### config.mk
export PLATFORM = sky130hd
export DESIGN_NAME = subword_mem_responder
export DESIGN_NICKNAME = d
export VERILOG_FILES = /design/src/rtl/subword_mem_responder.sv
export SDC_FILE = /design/constraint.sdc
export NUM_CORES = 1
export LEC_CHECK = 0
export CAP_MARGIN = 20
export CORE_MARGIN = 5
export CORE_UTILIZATION = 35
export DETAILED_ROUTE_END_ITERATION = 8
export SYNTH_ARGS = -nofsm -noshare
export SYNTH_HDL_FRONTEND = slang
export SYNTH_SLANG_ARGS = --single-unit
### constraint.sdc
create_clock -name clk -period 4.2 [get_ports clk]
set_input_delay 0.42 -clock clk [delete_from_list [all_inputs] [get_ports clk]]
set_output_delay 0.42 -clock clk [all_outputs]
set_load 0.1 [all_outputs]
### src/rtl/subword_mem_responder.sv
// -----------------------------------------------------------------------------
// subword_mem_responder
//
// Purpose:
//   Data-memory-side responder for the Harvard CPU. The CPU issues byte,
//   halfword and word loads/stores; the data RAM only understands whole,
//   word-aligned words. This block translates between the two:
//     - sub-word loads  : word read, then lane extraction + sign/zero extend
//     - sub-word stores : read-modify-write (read word, merge lane, write word)
//     - word loads      : single word read
//     - word stores     : single word write
//   The CPU is stalled while a transaction is in flight.
//
//   Byte order is little-endian: byte lane k = addr[1:0] lives in bits
//   [8k+7:8k]; the halfword lane is chosen by addr[1] (0 = [15:0],
//   1 = [31:16]).
//
// Parameters:
//   ADDR_WIDTH      byte-address width of the CPU and RAM buses (>= 3)
//   TIMEOUT_CYCLES  max consecutive mem_waitrequest cycles in one bus phase
//                   before the phase is abandoned with cpu_err=1. 0 disables
//                   the timeout. The counter is 8 bits, so the useful range
//                   is 0..255.
//
// Optional feature (compile-time macro SUBWORD_MISALIGN_TRAP_EN):
//   Defined   : a halfword with addr[0]=1 or a word with addr[1:0]!=00 is
//               trapped without touching the RAM: DONE follows the accepting
//               cycle directly, with cpu_err=1 and cpu_rdata=0.
//   Undefined : no alignment check; word accesses ignore addr[1:0] and
//               halfword accesses ignore addr[0].
//
// Ports:
//   clk              system clock, rising edge
//   reset            asynchronous, active-high reset
//   cpu_req          request valid (level), sampled only in IDLE
//   cpu_we           1 = store, 0 = load
//   cpu_size         00 = byte, 01 = half, 10/11 = word
//   cpu_unsigned     1 = zero-extend loads, 0 = sign-extend
//   cpu_addr         byte address
//   cpu_wdata        store data, right-justified
//   cpu_stall        hold the CPU pipeline (combinational)
//   cpu_done         one-cycle completion pulse
//   cpu_err          error flag, valid with cpu_done
//   cpu_rdata        load result, valid with cpu_done, held until the next
//                    load completion (stores leave it untouched)
//   mem_read         RAM read strobe
//   mem_write        RAM write strobe
//   mem_addr         word-aligned RAM address (bits [1:0] = 00)
//   mem_writedata    RAM write data
//   mem_readdata     RAM read data, valid when mem_read=1 and waitrequest=0
//   mem_waitrequest  RAM not ready; strobes/address are held while high
// -----------------------------------------------------------------------------
module subword_mem_responder #(
    parameter int ADDR_WIDTH     = 32,
    parameter int TIMEOUT_CYCLES = 255
) (
    input  logic                  clk,
    input  logic                  reset,

    input  logic                  cpu_req,
    input  logic                  cpu_we,
    input  logic [1:0]            cpu_size,
    input  logic                  cpu_unsigned,
    input  logic [ADDR_WIDTH-1:0] cpu_addr,
    input  logic [31:0]           cpu_wdata,
    output logic                  cpu_stall,
    output logic                  cpu_done,
    output logic                  cpu_err,
    output logic [31:0]           cpu_rdata,

    output logic                  mem_read,
    output logic                  mem_write,
    output logic [ADDR_WIDTH-1:0] mem_addr,
    output logic [31:0]           mem_writedata,
    input  logic [31:0]           mem_readdata,
    input  logic                  mem_waitrequest
);

    typedef enum logic [1:0] {
        S_IDLE  = 2'd0,
        S_READ  = 2'd1,
        S_WRITE = 2'd2,
        S_DONE  = 2'd3
    } state_t;

    localparam logic [7:0] TO_LIMIT = 8'(TIMEOUT_CYCLES);
    localparam bit         TO_EN    = (TIMEOUT_CYCLES != 0);

    // -------------------------------------------------------------------------
    // Registered state
    // -------------------------------------------------------------------------
    state_t                state_q, state_d;
    logic                  we_q, we_d;
    logic [1:0]            size_q, size_d;
    logic                  uns_q, uns_d;
    logic [1:0]            lane_q, lane_d;
    // Only the low halfword of store data is ever merged into a read word;
    // full-word store data goes straight into mem_writedata on acceptance.
    logic [15:0]           wdata_q, wdata_d;
    logic [ADDR_WIDTH-1:0] mem_addr_q, mem_addr_d;
    logic [31:0]           mem_writedata_q, mem_writedata_d;
    logic [31:0]           cpu_rdata_q, cpu_rdata_d;
    logic                  cpu_err_q, cpu_err_d;
    logic [7:0]            to_cnt_q, to_cnt_d;

    logic [7:0]            to_cnt_inc;
    logic                  to_hit;

    // -------------------------------------------------------------------------
    // Lane helpers
    // -------------------------------------------------------------------------

    // Pick the addressed lane out of a RAM word and extend it to 32 bits.
    function automatic logic [31:0] load_lane(
        input logic [31:0] word,
        input logic [1:0]  size,
        input logic [1:0]  lane,
        input logic        uns
    );
        logic [7:0]  b;
        logic [15:0] h;
        b = word[{lane, 3'b000} +: 8];
        h = lane[1] ? word[31:16] : word[15:0];
        case (size)
            2'b00:   load_lane = uns ? {24'h0, b} : {{24{b[7]}}, b};
            2'b01:   load_lane = uns ? {16'h0, h} : {{16{h[15]}}, h};
            default: load_lane = word;
        endcase
    endfunction

    // Replace the addressed lane of a RAM word with right-justified store
    // data, leaving the other lanes untouched.
    function automatic logic [31:0] merge_lane(
        input logic [31:0] word,
        input logic [1:0]  size,
        input logic [1:0]  lane,
        input logic [15:0] wd
    );
        logic [31:0] m;
        m = word;
        case (size)
            2'b00: m[{lane, 3'b000} +: 8] = wd[7:0];
            2'b01: begin
                if (lane[1]) m[31:16] = wd;
                else         m[15:0]  = wd;
            end
            // Word stores never take the read-modify-write path.
            default: m = word;
        endcase
        merge_lane = m;
    endfunction

`ifdef SUBWORD_MISALIGN_TRAP_EN
    function automatic logic misaligned(
        input logic [1:0] size,
        input logic [1:0] lo
    );
        case (size)
            2'b00:   misaligned = 1'b0;
            2'b01:   misaligned = lo[0];
            default: misaligned = (lo != 2'b00);
        endcase
    endfunction
`endif

    // -------------------------------------------------------------------------
    // Wait-state timeout: the counter counts waitrequest cycles within the
    // current bus phase; the phase is abandoned on the cycle the count
    // reaches the limit, so the strobe is high for exactly TO_LIMIT cycles.
    // -------------------------------------------------------------------------
    assign to_cnt_inc = to_cnt_q + 8'd1;
    assign to_hit     = TO_EN && (to_cnt_inc == TO_LIMIT);

    // -------------------------------------------------------------------------
    // Next-state / datapath
    // -------------------------------------------------------------------------
    always_comb begin
        state_d         = state_q;
        we_d            = we_q;
        size_d          = size_q;
        uns_d           = uns_q;
        lane_d          = lane_q;
        wdata_d         = wdata_q;
        mem_addr_d      = mem_addr_q;
        mem_writedata_d = mem_writedata_q;
        cpu_rdata_d     = cpu_rdata_q;
        cpu_err_d       = cpu_err_q;
        to_cnt_d        = to_cnt_q;

        case (state_q)
            S_IDLE: begin
                if (cpu_req) begin
                    we_d       = cpu_we;
                    size_d     = cpu_size;
                    uns_d      = cpu_unsigned;
                    lane_d     = cpu_addr[1:0];
                    wdata_d    = cpu_wdata[15:0];
                    mem_addr_d = {cpu_addr[ADDR_WIDTH-1:2], 2'b00};
                    cpu_err_d  = 1'b0;
                    to_cnt_d   = 8'd0;
`ifdef SUBWORD_MISALIGN_TRAP_EN
                    if (misaligned(cpu_size, cpu_addr[1:0])) begin
                        cpu_err_d   = 1'b1;
                        cpu_rdata_d = 32'h0;
                        state_d     = S_DONE;
                    end else
`endif
                    if (cpu_we && cpu_size[1]) begin
                        mem_writedata_d = cpu_wdata;
                        state_d         = S_WRITE;
                    end else begin
                        state_d = S_READ;
                    end
                end
            end

            S_READ: begin
                if (!mem_waitrequest) begin
                    if (!we_q) begin
                        cpu_rdata_d = load_lane(mem_readdata, size_q, lane_q, uns_q);
                        state_d     = S_DONE;
                    end else begin
                        mem_writedata_d = merge_lane(mem_readdata, size_q, lane_q, wdata_q);
                        to_cnt_d        = 8'd0;
                        state_d         = S_WRITE;
                    end
                end else begin
                    to_cnt_d = to_cnt_inc;
                    if (to_hit) begin
                        cpu_err_d = 1'b1;
                        state_d   = S_DONE;
                    end
                end
            end

            S_WRITE: begin
                if (!mem_waitrequest) begin
                    state_d = S_DONE;
                end else begin
                    to_cnt_d = to_cnt_inc;
                    if (to_hit) begin
                        cpu_err_d = 1'b1;
                        state_d   = S_DONE;
                    end
                end
            end

            S_DONE: begin
                // cpu_req is deliberately ignored here: the CPU sees
                // cpu_stall low this cycle and presents its next request
                // after the edge.
                state_d = S_IDLE;
            end

            default: state_d = S_IDLE;
        endcase
    end

    // -------------------------------------------------------------------------
    // State register
    // -------------------------------------------------------------------------
    always_ff @(posedge clk or posedge reset) begin
        if (reset) begin
            state_q         <= S_IDLE;
            we_q            <= 1'b0;
            size_q          <= 2'b00;
            uns_q           <= 1'b0;
            lane_q          <= 2'b00;
            wdata_q         <= 16'h0;
            mem_addr_q      <= '0;
            mem_writedata_q <= 32'h0;
            cpu_rdata_q     <= 32'h0;
            cpu_err_q       <= 1'b0;
            to_cnt_q        <= 8'd0;
        end else begin
            state_q         <= state_d;
            we_q            <= we_d;
            size_q          <= size_d;
            uns_q           <= uns_d;
            lane_q          <= lane_d;
            wdata_q         <= wdata_d;
            mem_addr_q      <= mem_addr_d;
            mem_writedata_q <= mem_writedata_d;
            cpu_rdata_q     <= cpu_rdata_d;
            cpu_err_q       <= cpu_err_d;
            to_cnt_q        <= to_cnt_d;
        end
    end

    // -------------------------------------------------------------------------
    // Outputs. Strobes and cpu_done decode straight from the state register,
    // so they can never overlap and drop immediately on an asynchronous reset.
    // -------------------------------------------------------------------------
    assign mem_read      = (state_q == S_READ);
    assign mem_write     = (state_q == S_WRITE);
    assign mem_addr      = mem_addr_q;
    assign mem_writedata = mem_writedata_q;

    assign cpu_done  = (state_q == S_DONE);
    assign cpu_err   = cpu_err_q;
    assign cpu_rdata = cpu_rdata_q;
    assign cpu_stall = ((state_q == S_IDLE) && cpu_req)
                     || (state_q == S_READ)
                     || (state_q == S_WRITE);

endmodule
[Word level (Yosys, flattened, before mapping)]
Index checks and enable logic that the tools add are counted.
Storage, ports and cells
  bits in registers: 127
  bits of input ports: 104
  logic and storage cells: 75
  output and inout port bits: 101
Operators by class
  bitwise operators: 2
  $add $sub $neg: 2
  reductions and logical operators: 15
  multiplexer cells: 29
  eq/ne operators: 13
  shift-type cells: 3
Operators by type and width (count)
  2-to-1 mux 32 bit: 6
  one-hot mux 32 bit (2 select lines): 3
  2-to-1 mux 16 bit: 3
  bitwise mux 32 bit: 1
  2-to-1 mux 8 bit: 4
  variable shift 8 x 7 -> 32 bit (first input constant): 1
  variable part select 32 x 6 -> 8 bit: 1
  variable part select 8 x 7 -> 32 bit: 1
  one-hot mux 8 bit (3 select lines): 1
  2-to-1 mux 2 bit: 5
  adder 8 x 1 -> 8 bit (second input constant): 1
  equality test 8 bit (second input constant): 1
  != test 2 x 1 -> 1 bit (second input constant): 4
  one-hot mux 2 bit (4 select lines): 1
  AND reduction 4 bit: 2
  negator 5 -> 7 bit: 1
  != test 2 bit (second input constant): 3
  AND reduction 5 bit: 1
  equality test 2 x 1 -> 1 bit (second input constant): 2
  equality test 2 bit (second input constant): 2
  zero test 2 bit: 2
  2-to-1 mux 1 bit: 4
  nonzero test 2 bit: 2
  != test 3 x 1 -> 1 bit (second input constant): 1
  other kinds (8): 11

[Logic depth before layout (Yosys ltp)]
Gate-level depths: netlist of the first run.
  word-level depth: 7
  depth in mapped cells: 10
  mapped depth without buffers: 7

[Worst setup path before layout of the first run]
Ideal clock, no wire load.
  kind: reg-to-output
  start point: register state_q[1]
  end point: output port cpu_stall
  data required time: 3.780 ns
  path slack: 1.446 ns
  arrival: 2.334 ns
  path buffers: 1
  stages on the path, launching flop included: 6
  cells stage by stage: dfrtp_1 -> inv_1 -> ha_1 -> clkbuf_2 -> nor2_1 -> nand2_1
Between the ends
  elaborated cells between the ends (all ways): 6
  those cells by class: eq/ne: 2; reduce/logical: 4
RTL lines
  start: declaration: RTL line 92  | state_t state_q, state_d;
  start signal: assignment: RTL line 276  | state_q <= state_d;
  equality test 2 x 1 -> 1 bit
  named net mem_read: RTL line 71  | output logic mem_read,
  logical OR 1 bit: RTL line 303  | || (state_q == S_READ)
  logical OR 1 bit: RTL line 304  | || (state_q == S_WRITE);
  end: declaration: RTL line 66  | output logic cpu_stall,
The timed path passes the listed nets, and every way through them passes these cells.

[Worst setup path in the final report of the first run]
  start point: register lane_q[1]
  end point: register mem_writedata_q[22], in the netlist mem_writedata[22]
Between the ends
  word-level cells in the longest chain between the ends: 7
  elaborated cells between the ends (all ways): 9
  those cells by class: add/sub: 1; shift: 2; mux: 6
RTL lines
  start: declaration: RTL line 96  | logic [1:0] lane_q, lane_d;
  start signal: assignment: RTL line 280  | lane_q <= lane_d;
  negator 5 -> 7 bit: RTL line 142  | 2'b00: m[{lane, 3'b000} +: 8] = wd[7:0];
  variable part select 8 x 7 -> 32 bit / variable shift 8 x 7 -> 32 bit (equally long branches): RTL line 142
  bitwise mux 32 bit: RTL line 142
  one-hot mux 32 bit (2 select lines) *: RTL line 141  | case (size)
  2-to-1 mux 32 bit *: RTL line 219  | if (!we_q) begin
  2-to-1 mux 32 bit *: RTL line 218  | if (!mem_waitrequest) begin
  one-hot mux 32 bit (2 select lines) *: RTL line 190  | case (state_q)
  end signal: assignment: RTL line 283  | mem_writedata_q <= mem_writedata_d;
  end: declaration: RTL line 101  | logic [31:0] mem_writedata_q, mem_writedata_d;
Every way passes the cells marked *; elsewhere a longest branch is shown, timed or not. The select of a mux whose other input is x is not followed.
A chain may end at the register's enable or synchronous reset.

==> run summary, run 1 <==
TIMING
--------------------------------------------------------------------------------
Setup WS post-layout                                                     1.34 ns
Number of endpoints with negative hold slack in the final report               0
Final worst path period need                                             2.86 ns
Total negative setup slack                                                  0 ns
Worst hold-check slack                                                  0.477 ns
Peak clock frequency supported by timing                                 350 MHz
Final setup fails                                                              0
Least-Margin Pin Slew                                                    1.08 ns
Worst-case clock skew                                                 0.00838 ns
Max transition margin                                                      27.8%
Final critical-path share of the clock period                              68.1%
Final Max Slew Viols                                                           0
Setup repair after global routing missed its margin                        false

SYNTHESIS
--------------------------------------------------------------------------------
Post-synth cell types                                                         55
Largest cells by area after synthesis                               dfrtp_1, mux2_2, o21ai_0, nand2_1, a22oi_1
Proportion of netlist area held by the largest area contributor            46.2%
Number of cells produced by synthesis                                        698
Sequential cell area fraction in the yosys report                          46.2%
Mean instance size in the synthesized netlist                          9.85 um^2
Post-synthesis async set-or-reset flop share                                100%
Yosys top cell by area                                                   dfrtp_1
#FFs+latches synth                                                           127
Post-synthesis cell area                                            0.00687 mm^2
Dominant synthesized flop cell                                           dfrtp_1
Number of synthesis warnings                                                   0
EDFF count, synth                                                              0

JOB
--------------------------------------------------------------------------------
Max-cap violation count                                                        0

WORST SETUP PATH
--------------------------------------------------------------------------------
Largest fanout of any net on the critical path                                27
Crit path buf inv count                                                        1
Type of destination of the critical path                                    flop
Slowest CP cell                                                          dfrtp_1
Required time at the endpoint of the critical path                       4.55 ns
Worst Path Arrival                                                       3.21 ns
CP Depth                                                                       7
Worst Path Class, Setup                                                  reg2reg
Family with the most delay on the worst path                          flip-flops
Critical path, cell by cell                                         inv_1 > ha_1 > nand3b_1 > nor3_1 > a21oi_1 > o211ai_1 > a22o_1
Largest stage delay on the critical path                                 0.95 ns
CP startpoint kind                                                          flop
Worst reg-to-reg path cell count                                               7

DRT
--------------------------------------------------------------------------------
Detail-routed net length per standard cell                               19.3 um
Vias per Instance                                                           5.27
Final ANT Viol Nets                                                            0
Count of unresolved DRC violations after routing                               0
Number of DRC markers after the initial detailed-route iteration             375
Vias                                                                        6086
Final WL                                                                22300 um
Detailed-routing iteration count for the pre-antenna-repair pass               5

CLOCKING
--------------------------------------------------------------------------------
CTS Root Buffer Type                                                   clkbuf_16
Clock-pin slew on the worst setup and hold paths                         0.06 ns
Clock tree buffer depth                                                        2
Hold Buf Count CTS                                                             0
Clock buffers created by TritonCTS                                            17
H-tree depth                                                                   4
Clock tree from TritonCTS                                                    yes
Insertion delay to the later sink of the worst-skew pair                 0.42 ns
Total of cells resized after clock tree synthesis                              0
Number of setup buffers added after CTS                                        0
CTS sink count                                                               127

PLACEMENT
--------------------------------------------------------------------------------
Placement-stage worst setup slack                                        1.38 ns
Post-Place Cells                                                            1122
Post-DP HPWL                                                            16000 um
RePlAce Congestion                                                         0.857
Port bufs                                                                    202

LAYOUT
--------------------------------------------------------------------------------
Syn-to-layout area delta                                                   40.1%
Final non-filler cell total                                                 1155
Commonest non-fill, non-tap cell in the layout                      clkdlybuf4s50_1
Number of diodes added for antenna fixing                                      0
Fraction of final layout cells with drive strength greater than 1          13.8%
Top library cells by usage in the layout, fill and taps aside       clkdlybuf4s50_1, dfrtp_1, o21ai_0, nand2_1
Number of nets in the layout                                                 992

GLOBAL ROUTING
--------------------------------------------------------------------------------
Met1 Resource Use GR                                                       25.3%
Total GRT Usage                                                            19.8%
GR Layer Usage met3                                                        7.31%
First-pass GRT wire length                                              34600 um
Pin count of the biggest net entering global routing                          64
Met2 capacity usage during global routing                                  31.2%
Most Used Layer, Global Route                                               met2
GRT overflow                                                                   0
Initial antenna violation count                                                0
Number of global-route vias before repair                                   6185

HOLD PATH
--------------------------------------------------------------------------------
Worst min-delay path class                                               reg2reg
Worst hold path stage count                                                    2

FLOORPLANNING
--------------------------------------------------------------------------------
Total die area                                                       0.0225 mm^2
Initial core utilization                                                   35.4%
Core Footprint                                                       0.0194 mm^2
DIE HEIGHT                                                                150 um
Top-level I/O count                                                          205
Chip width                                                                150 um
Cell Rows                                                                     51

OUTCOME
--------------------------------------------------------------------------------
Outcome                                                             finished, final reports clean

state kept, by name, indices dropped and copies added, names as in the netlist, 2 cells and up:
name,count
cpu_rdata,32
mem_writedata,32
mem_addr,30
wdata_q,16
to_cnt_q,8
lane_q,2
size_q,2
state_q,2
logic make-up (layout without fill, tap and decap cells):
family / Yosys count / in the layout / synth area share, %
mux: 61 / 61 / 9.96
flops: 127 / 127 / 46.2
buf+inv: 66 / 257 / 4.75
other cells: 1 / 2 / 0.0546
xor+xnor: 5 / 5 / 0.637
compound gates: 234 / 234 / 22.9
simple gates: 193 / 193 / 13.4
fa+ha+maj: 11 / 11 / 2.00
routing by layer:
layer  routed length, um  vias to the layer above
met5                   0                        -
met4                 559                        0
met3                2100                       34
met2               10300                      246
met1                9290                     2918
li1                    -                     2888
per-stage QoR:
step                utilization (%)  cell area, um^2
global placement               46.7             9070
floorplan                         -             6880
global route                   49.6             9630
detailed placement             46.7             9070
CTS                            49.6             9620
finish                         49.6             9630
cell type report:
cell class,count,area (um^2)
clock buffers,20,457
clock inverters,12,93.8
fillers,1813,9770
inverters,11,43.8
multi-input cells,506,3390
flip-flops and latches,127,3180
well taps,265,332
repair buffers,214,2140
tightest hold or removal path, delay by kind of cell, from the launching register on:
kind	cells	cell delay [ns]
flops	1	0.34
compound gates	1	0.06
simple gates	1	0.04
cell usage after synthesis, types with 3 or more instances:
master / n
o2111ai_1: 7
clkbuf_1: 25
a22oi_1: 31
clkbuf_2: 3
mux2_2: 59
inv_1: 11
nor2b_1: 23
o211ai_1: 25
a21oi_4: 10
ha_1: 11
nor3b_2: 3
buf_6: 3
nand4b_1: 3
buf_4: 4
a222oi_1: 7
a21oi_1: 41
xnor2_1: 4
nor2_1: 59
a31oi_1: 9
a22o_1: 8
nand3_1: 12
nand2b_1: 11
nand2_1: 68
buf_2: 17
o21ai_0: 80
dfrtp_1: 127
worst paths after layout:
path                                      to              start  slack [ns]
setup / recovery           mem_writedata[22]          lane_q[1]        1.34
hold / removal             mem_writedata[10]  mem_writedata[10]        0.48
setup reg to reg           mem_writedata[22]          lane_q[1]        1.34
hold reg to reg            mem_writedata[10]  mem_writedata[10]        0.48
max in group asynchronous        mem_addr[2]              reset        2.90
min in group asynchronous       mem_addr[24]              reset        0.49
Power of run 1 is left out: the tool's default activity adds up to more than one toggle a clock period on the data nets, which glitch-free logic cannot reach.
==> run 2: changes to the inputs <==
==> constraint.sdc (replaced) <==
create_clock -name clk -period 2.6 [get_ports clk]
set_input_delay 0.26 -clock clk [delete_from_list [all_inputs] [get_ports clk]]
set_output_delay 0.26 -clock clk [all_outputs]
set_load 0.1 [all_outputs]
==> run summary, run 2 (synthesis gave the netlist of run 1 again) <==
WORST SETUP PATH
--------------------------------------------------------------------------------
Worst Path Arrival                                                       2.01 ns   was 3.21 ns
RR Endpoint                                                         mem_writedata[31]   was mem_writedata[22]
Largest fanout of any net on the critical path                                13   was 27
Required time at the endpoint of the critical path                       2.34 ns   was 4.55 ns
CP startpoint kind                                                          flop   unchanged
Setup slack, reg-to-reg                                                  0.38 ns   was 1.34 ns
Worst Setup EP                                                         cpu_stall   was mem_writedata[22]
Reg-to-reg critical path startpoint                                    lane_q[0]   was lane_q[1]
Worst setup startpoint                                                state_q[0]   was lane_q[1]
Worst Path Class, Setup                                                  reg2out   was reg2reg
Type of destination of the critical path                            primary output   was flop
Worst reg-to-reg path cell count                                               8   was 7

CLOCKING
--------------------------------------------------------------------------------
H-tree depth                                                                   4   unchanged
Clock tree from TritonCTS                                                    yes   unchanged
Clock buffers created by TritonCTS                                            17   unchanged
Clock tree buffer depth                                                        2   unchanged
Clock-pin slew on the worst setup and hold paths                         0.06 ns   about the same
CTS Root Buffer Type                                                   clkbuf_16   unchanged
CTS sink count                                                               127   unchanged
Insertion delay to the later sink of the worst-skew pair                 0.42 ns   about the same
Hold Buf Count CTS                                                             0   unchanged
Total of cells resized after clock tree synthesis                              0   unchanged
Number of setup buffers added after CTS                                        0   unchanged

LAYOUT
--------------------------------------------------------------------------------
Top library cells by usage in the layout, fill and taps aside       dfrtp_1, buf_4, clkdlybuf4s50_1, o21ai_0, nand2_1   was clkdlybuf4s50_1, dfrtp_1, o21ai_0, nand2_1
Number of nets in the layout                                                1003   was 992
Number of fillers in the final layout                                       1840   was 1813
Syn-to-layout area delta                                                   39.1%   was 40.1%
Commonest non-fill, non-tap cell in the layout                           dfrtp_1   was clkdlybuf4s50_1
Fraction of final layout cells with drive strength greater than 1          25.3%   was 13.8%

DRT
--------------------------------------------------------------------------------
Number of DRC markers after the initial detailed-route iteration             369   was 375
Detail-routed net length per standard cell                               19.0 um   was 19.3 um
Final WL                                                                22100 um   was 22300 um
Detailed-routing iteration count for the pre-antenna-repair pass               5   unchanged
Final ANT Viol Nets                                                            0   unchanged
Count of unresolved DRC violations after routing                               0   unchanged
Vias                                                                        6103   was 6086
Vias per Instance                                                           5.25   was 5.27

TIMING
--------------------------------------------------------------------------------
Final setup fails                                                              0   unchanged
Setup repair after global routing missed its margin                        false   unchanged
Worst-case clock skew                                                 0.00727 ns   was 0.00838 ns
Max transition margin                                                      41.9%   was 27.8%
Final Max Slew Viols                                                           0   unchanged
Total negative setup slack                                                  0 ns   unchanged
Peak clock frequency supported by timing                                 440 MHz
Least-Margin Pin Slew                                                   0.871 ns   was 1.08 ns
Final critical-path share of the clock period                              87.4%
Final worst path period need                                             2.27 ns
Number of endpoints with negative hold slack in the final report               0   unchanged

PLACEMENT
--------------------------------------------------------------------------------
RePlAce Congestion                                                         0.829   was 0.857
Port bufs                                                                    202   unchanged
Post-DP HPWL                                                            15700 um   was 16000 um

GLOBAL ROUTING
--------------------------------------------------------------------------------
Number of global-route vias before repair                                   6010   was 6185
First-pass GRT wire length                                              34200 um   was 34600 um
Initial antenna violation count                                                1   was 0
Pin count of the biggest net entering global routing                         128   was 64
GRT overflow                                                                   0   unchanged
Total GRT Usage                                                            19.6%   was 19.8%

OUTCOME
--------------------------------------------------------------------------------
Outcome                                                             finished, final reports clean   unchanged

FLOORPLANNING
--------------------------------------------------------------------------------
Chip width                                                                150 um   unchanged
Top-level I/O count                                                          205   unchanged
Initial core utilization                                                   35.4%   unchanged
Core Footprint                                                       0.0194 mm^2   unchanged
Cell Rows                                                                     51   unchanged
DIE HEIGHT                                                                150 um   unchanged
Total die area                                                       0.0225 mm^2   unchanged

JOB
--------------------------------------------------------------------------------
Max-cap violation count                                                        0   unchanged

HOLD PATH
--------------------------------------------------------------------------------
Worst min-delay path class                                              in2async   was reg2reg

## run 2: cell types whose count changed in the layout (fill, tap and decap cells not counted), moves of 2 or more
cell and delta:
buf_4 +105, clkinv_2 -7, buf_12 +5, bufinv_16 +2, clkdlybuf4s50_1 -98
## run 2: final cells by class
| cell class | count | area, um^2 | share of cell area [%] |
|---|---|---|---|
| Antenna cell | 1 | 2.50 | 0.0262 |
| Clock buffer | 22 | 474 | 4.96 |
| Clock inverter | 6 | 110 | 1.15 |
| Inverter | 11 | 45.0 | 0.471 |
| Multi-Input combinational cell | 506 | 3390 | 35.4 |
| Sequential cell | 127 | 3180 | 33.2 |
| Tap cell | 265 | 332 | 3.47 |
| Timing Repair Buffer | 225 | 2030 | 21.3 |
## run 2: how the worst min path moves through the flow
stage / start / endpoint / slack (ns) / cells after the start
2_1_floorplan: mem_waitrequest / state_q[0] / 0.37 / 1
3_3_place_gp: mem_writedata[11] / mem_writedata[11] / 0.47 / 2
3_5_place_dp: mem_writedata[27] / mem_writedata[27] / 0.47 / 2
4_1_cts: reset / cpu_rdata[23] / 0.44 / 3
5_1_grt: cpu_addr[25] / mem_addr[25] / 0.44 / 2
6_report: reset / cpu_rdata[17] / 0.28 / 3
## run 2: per-stage QoR
stage               worst slack (ns)  area [um^2]  std cells  util, %  hold WS, ns
floorplan                      0.156         6880        699        -        0.375
global placement               0.472         8970       1134     46.3        0.465
detailed placement             0.473         8970       1134     46.3        0.474
CTS                            0.300         9560       1162     49.3        0.436
global route                   0.151         9560       1162     49.3        0.437
finish                         0.327         9560       1163     49.3        0.281
## run 2: layer usage
layer | vias up | share of wire [%] | GRT usage [%]
li1 | 2905 | - | -
met1 | 2971 | 43 | 25.9
met2 | 208 | 47 | 31.2
met3 | 17 | 7.9 | 6.74
met4 | 2 | 1.3 | 4.53
met5 | - | 0.059 | 0
## run 2: worst max-delay path, stage by stage, from the launching register on
cell and delay (ns):
dfrtp_1 0.42, inv_1 0.12, ha_1 0.37, nand2_2 0.30
nand2_1 0.20, buf_12 0.19
Power of run 2 is left out for the same reason.
==> variant (flow settings as in run 2) <==
The parameter `TIMEOUT_CYCLES` goes from 255 to 128.
--- a/src/rtl/subword_mem_responder.sv
+++ b/src/rtl/subword_mem_responder.sv
@@ -52,7 +52,7 @@
 // -----------------------------------------------------------------------------
 module subword_mem_responder #(
     parameter int ADDR_WIDTH     = 32,
-    parameter int TIMEOUT_CYCLES = 255
+    parameter int TIMEOUT_CYCLES = 128
 ) (
     input  logic                  clk,
     input  logic                  reset,
Check against the original RTL: no difference found for any inputs over 4 cycles, from zero or initial values and one cycle with reset high; that may be too few to reach the edited logic, so the function may still have changed.
==> variant against run 2 <==
  * Synthesized area decreased by 0.89%
  * Cell area is 0.29% higher
  * Global-route usage rose by 0.56 points
  * Sequential cell count did not move
  * Sequential share of layout area fell by 0.082 points
  * Final cell count grew 1.1%
  * Wire length grew 3.8%
  * Non-clock buffer count is 3 higher
  * Clock skew decreased by 0.00074 ns
  * Synthesized cell count is 1.3% higher
  * Critical path depth increased by 1
  * Setup slack improved by 0.079 ns
  * Critical endpoint unchanged
Power is not shown: default switching activity piles up to over one toggle a cycle in this logic, so the estimate is an artifact.
==> variant: results (changes against run 2) <==
| Metric | Value |
|---|---|
| Multi-input logic portion of the cell area | 35.1% (-0.31 points) |
| Final non-clock buffer share | 21.2% (-0.087 points) |
| Met2 layer usage reported by global route | 31.9% (+0.72 points) |
| Startpoint of the worst register-to-register path | lane_q[1]$_DFFE_PP0P_ |
| Count of plain and timing-repair buffers | 228 (+1.3%) |
| Met3 layer usage reported by global route | 6.72% (-0.020 points) |
| Cell types with the largest area share after synthesis | sky130_fd_sc_hd__dfrtp_1, sky130_fd_sc_hd__mux2_2, sky130_fd_sc_hd__a21oi_1, sky130_fd_sc_hd__nand2_1, sky130_fd_sc_hd__nor2_1 |
| Run status | completed |
| Largest net degree at the start of global routing | 52 (-59%) |
| Pre-CTS setup slack | 0.499 ns (+0.0264 ns) |
| HPWL Detailed | 16.8 mm (+6.7%) |
| Time the worst path needs with I/O delays and setup | 2.19 ns (-0.0789 ns) |
| Initial antenna violation count | 2 (+1) |
| Total length of routed met3 wires | 2.36 mm (+36%) |
| First DRT Iteration DRCs | 632 (+71%) |
| Number of cells traversed by the worst register-to-register path | 7 (-1) |
| Delay-heaviest family, CP | buffers and inverters |
| Proportion of cell area occupied by registers | 33.2% (-0.082 points) |
| Wire length of the first global-routing pass | 35.3 mm (+3.0%) |
| Post-synthesis sequential area ratio | 46.7% (+0.42 points) |
| RePlAce Congestion | 0.871 (+5.0%) |
| Largest fanout on the critical path | 14 (+1) |
| Ratio of cells with drive above 1 in the final layout | 25.5% (+0.16 points) |
| Cell Count, Final, Fillers Out | 1176 (+1.1%) |
| Vias | 6303 (+3.3%) |
| CP peak stage delay | 0.40 ns (-0.02 ns) |
| Synth unique cells | 53 (-3.6%) |
| Routed wire length on met2 | 10.7 mm (+2.7%) |
| Fraction of area in clock buffers and inverters | 6.59% (+0.48 points) |
| Post-synth top cells | sky130_fd_sc_hd__dfrtp_1, sky130_fd_sc_hd__nand2_1, sky130_fd_sc_hd__nor2_1 |
| Reg-to-Reg End | mem_writedata[16]$_DFFE_PP0P_ |
| Number of global-route vias before repair | 6084 (+1.2%) |
| Syn_area_per_cell | 9.63 um2 (-2.2%) |
| Reg-to-reg setup timing slack | 0.46 ns (+0.08 ns) |
| Post-layout nets | 1013 (+1.0%) |
| # diodes | 0 (-1) |
| Clock skew after layout | 0.00653 ns (-0.000740 ns) |
| Wire length per cell after detailed routing | 19.5 um (+2.7%) |
| Placed cell count | 1145 (+0.97%) |
| All-Layer GR Usage | 20.2% (+0.56 points) |
| Multi-input comb cells | 513 (+1.4%) |
| Arrival @ worst endpoint | 1.93 ns (-0.08 ns) |
| Count of inverters other than clock inverters in the layout | 12 (+1) |
| Max_slew headroom | 53.1% (+11 points) |
| Post-Route M1 WL | 9.52 mm (-0.89%) |
| Fraction of met1 tracks used by global routing | 26.5% (+0.61 points) |
[variant: changes by cell type after synthesis, moves of 12 or more]
cell and delta:
sky130_fd_sc_hd__a21oi_1 +24, sky130_fd_sc_hd__clkbuf_1 +12, sky130_fd_sc_hd__nor2b_1 -12, sky130_fd_sc_hd__o211ai_1 -25
sky130_fd_sc_hd__a211oi_1 +14, sky130_fd_sc_hd__a221o_1 +20, sky130_fd_sc_hd__o21ai_0 -35, sky130_fd_sc_hd__a22oi_1 -23
[variant: kinds of logic (layout without fill, tap and decap cells)]
logic type      Yosys count  in the layout  synth area share [%]
mux                      59             59                  9.72
compound gates          235            235                  23.3
fa+ha+maj                10             10                  1.84
simple gates            205            205                  14.0
xor+xnor                  2              2                 0.257
buf+inv                  68            271                  4.21
flops                   127            127                  46.7
other cells               1              2                0.0551
[variant: stage by stage]
step                area [um2]  hold slack, ns
floorplan                 6820           0.394
global route              9590           0.364
detailed placement        8960           0.469
finish                    9590           0.296
CTS                       9590           0.315
global placement          8960           0.466
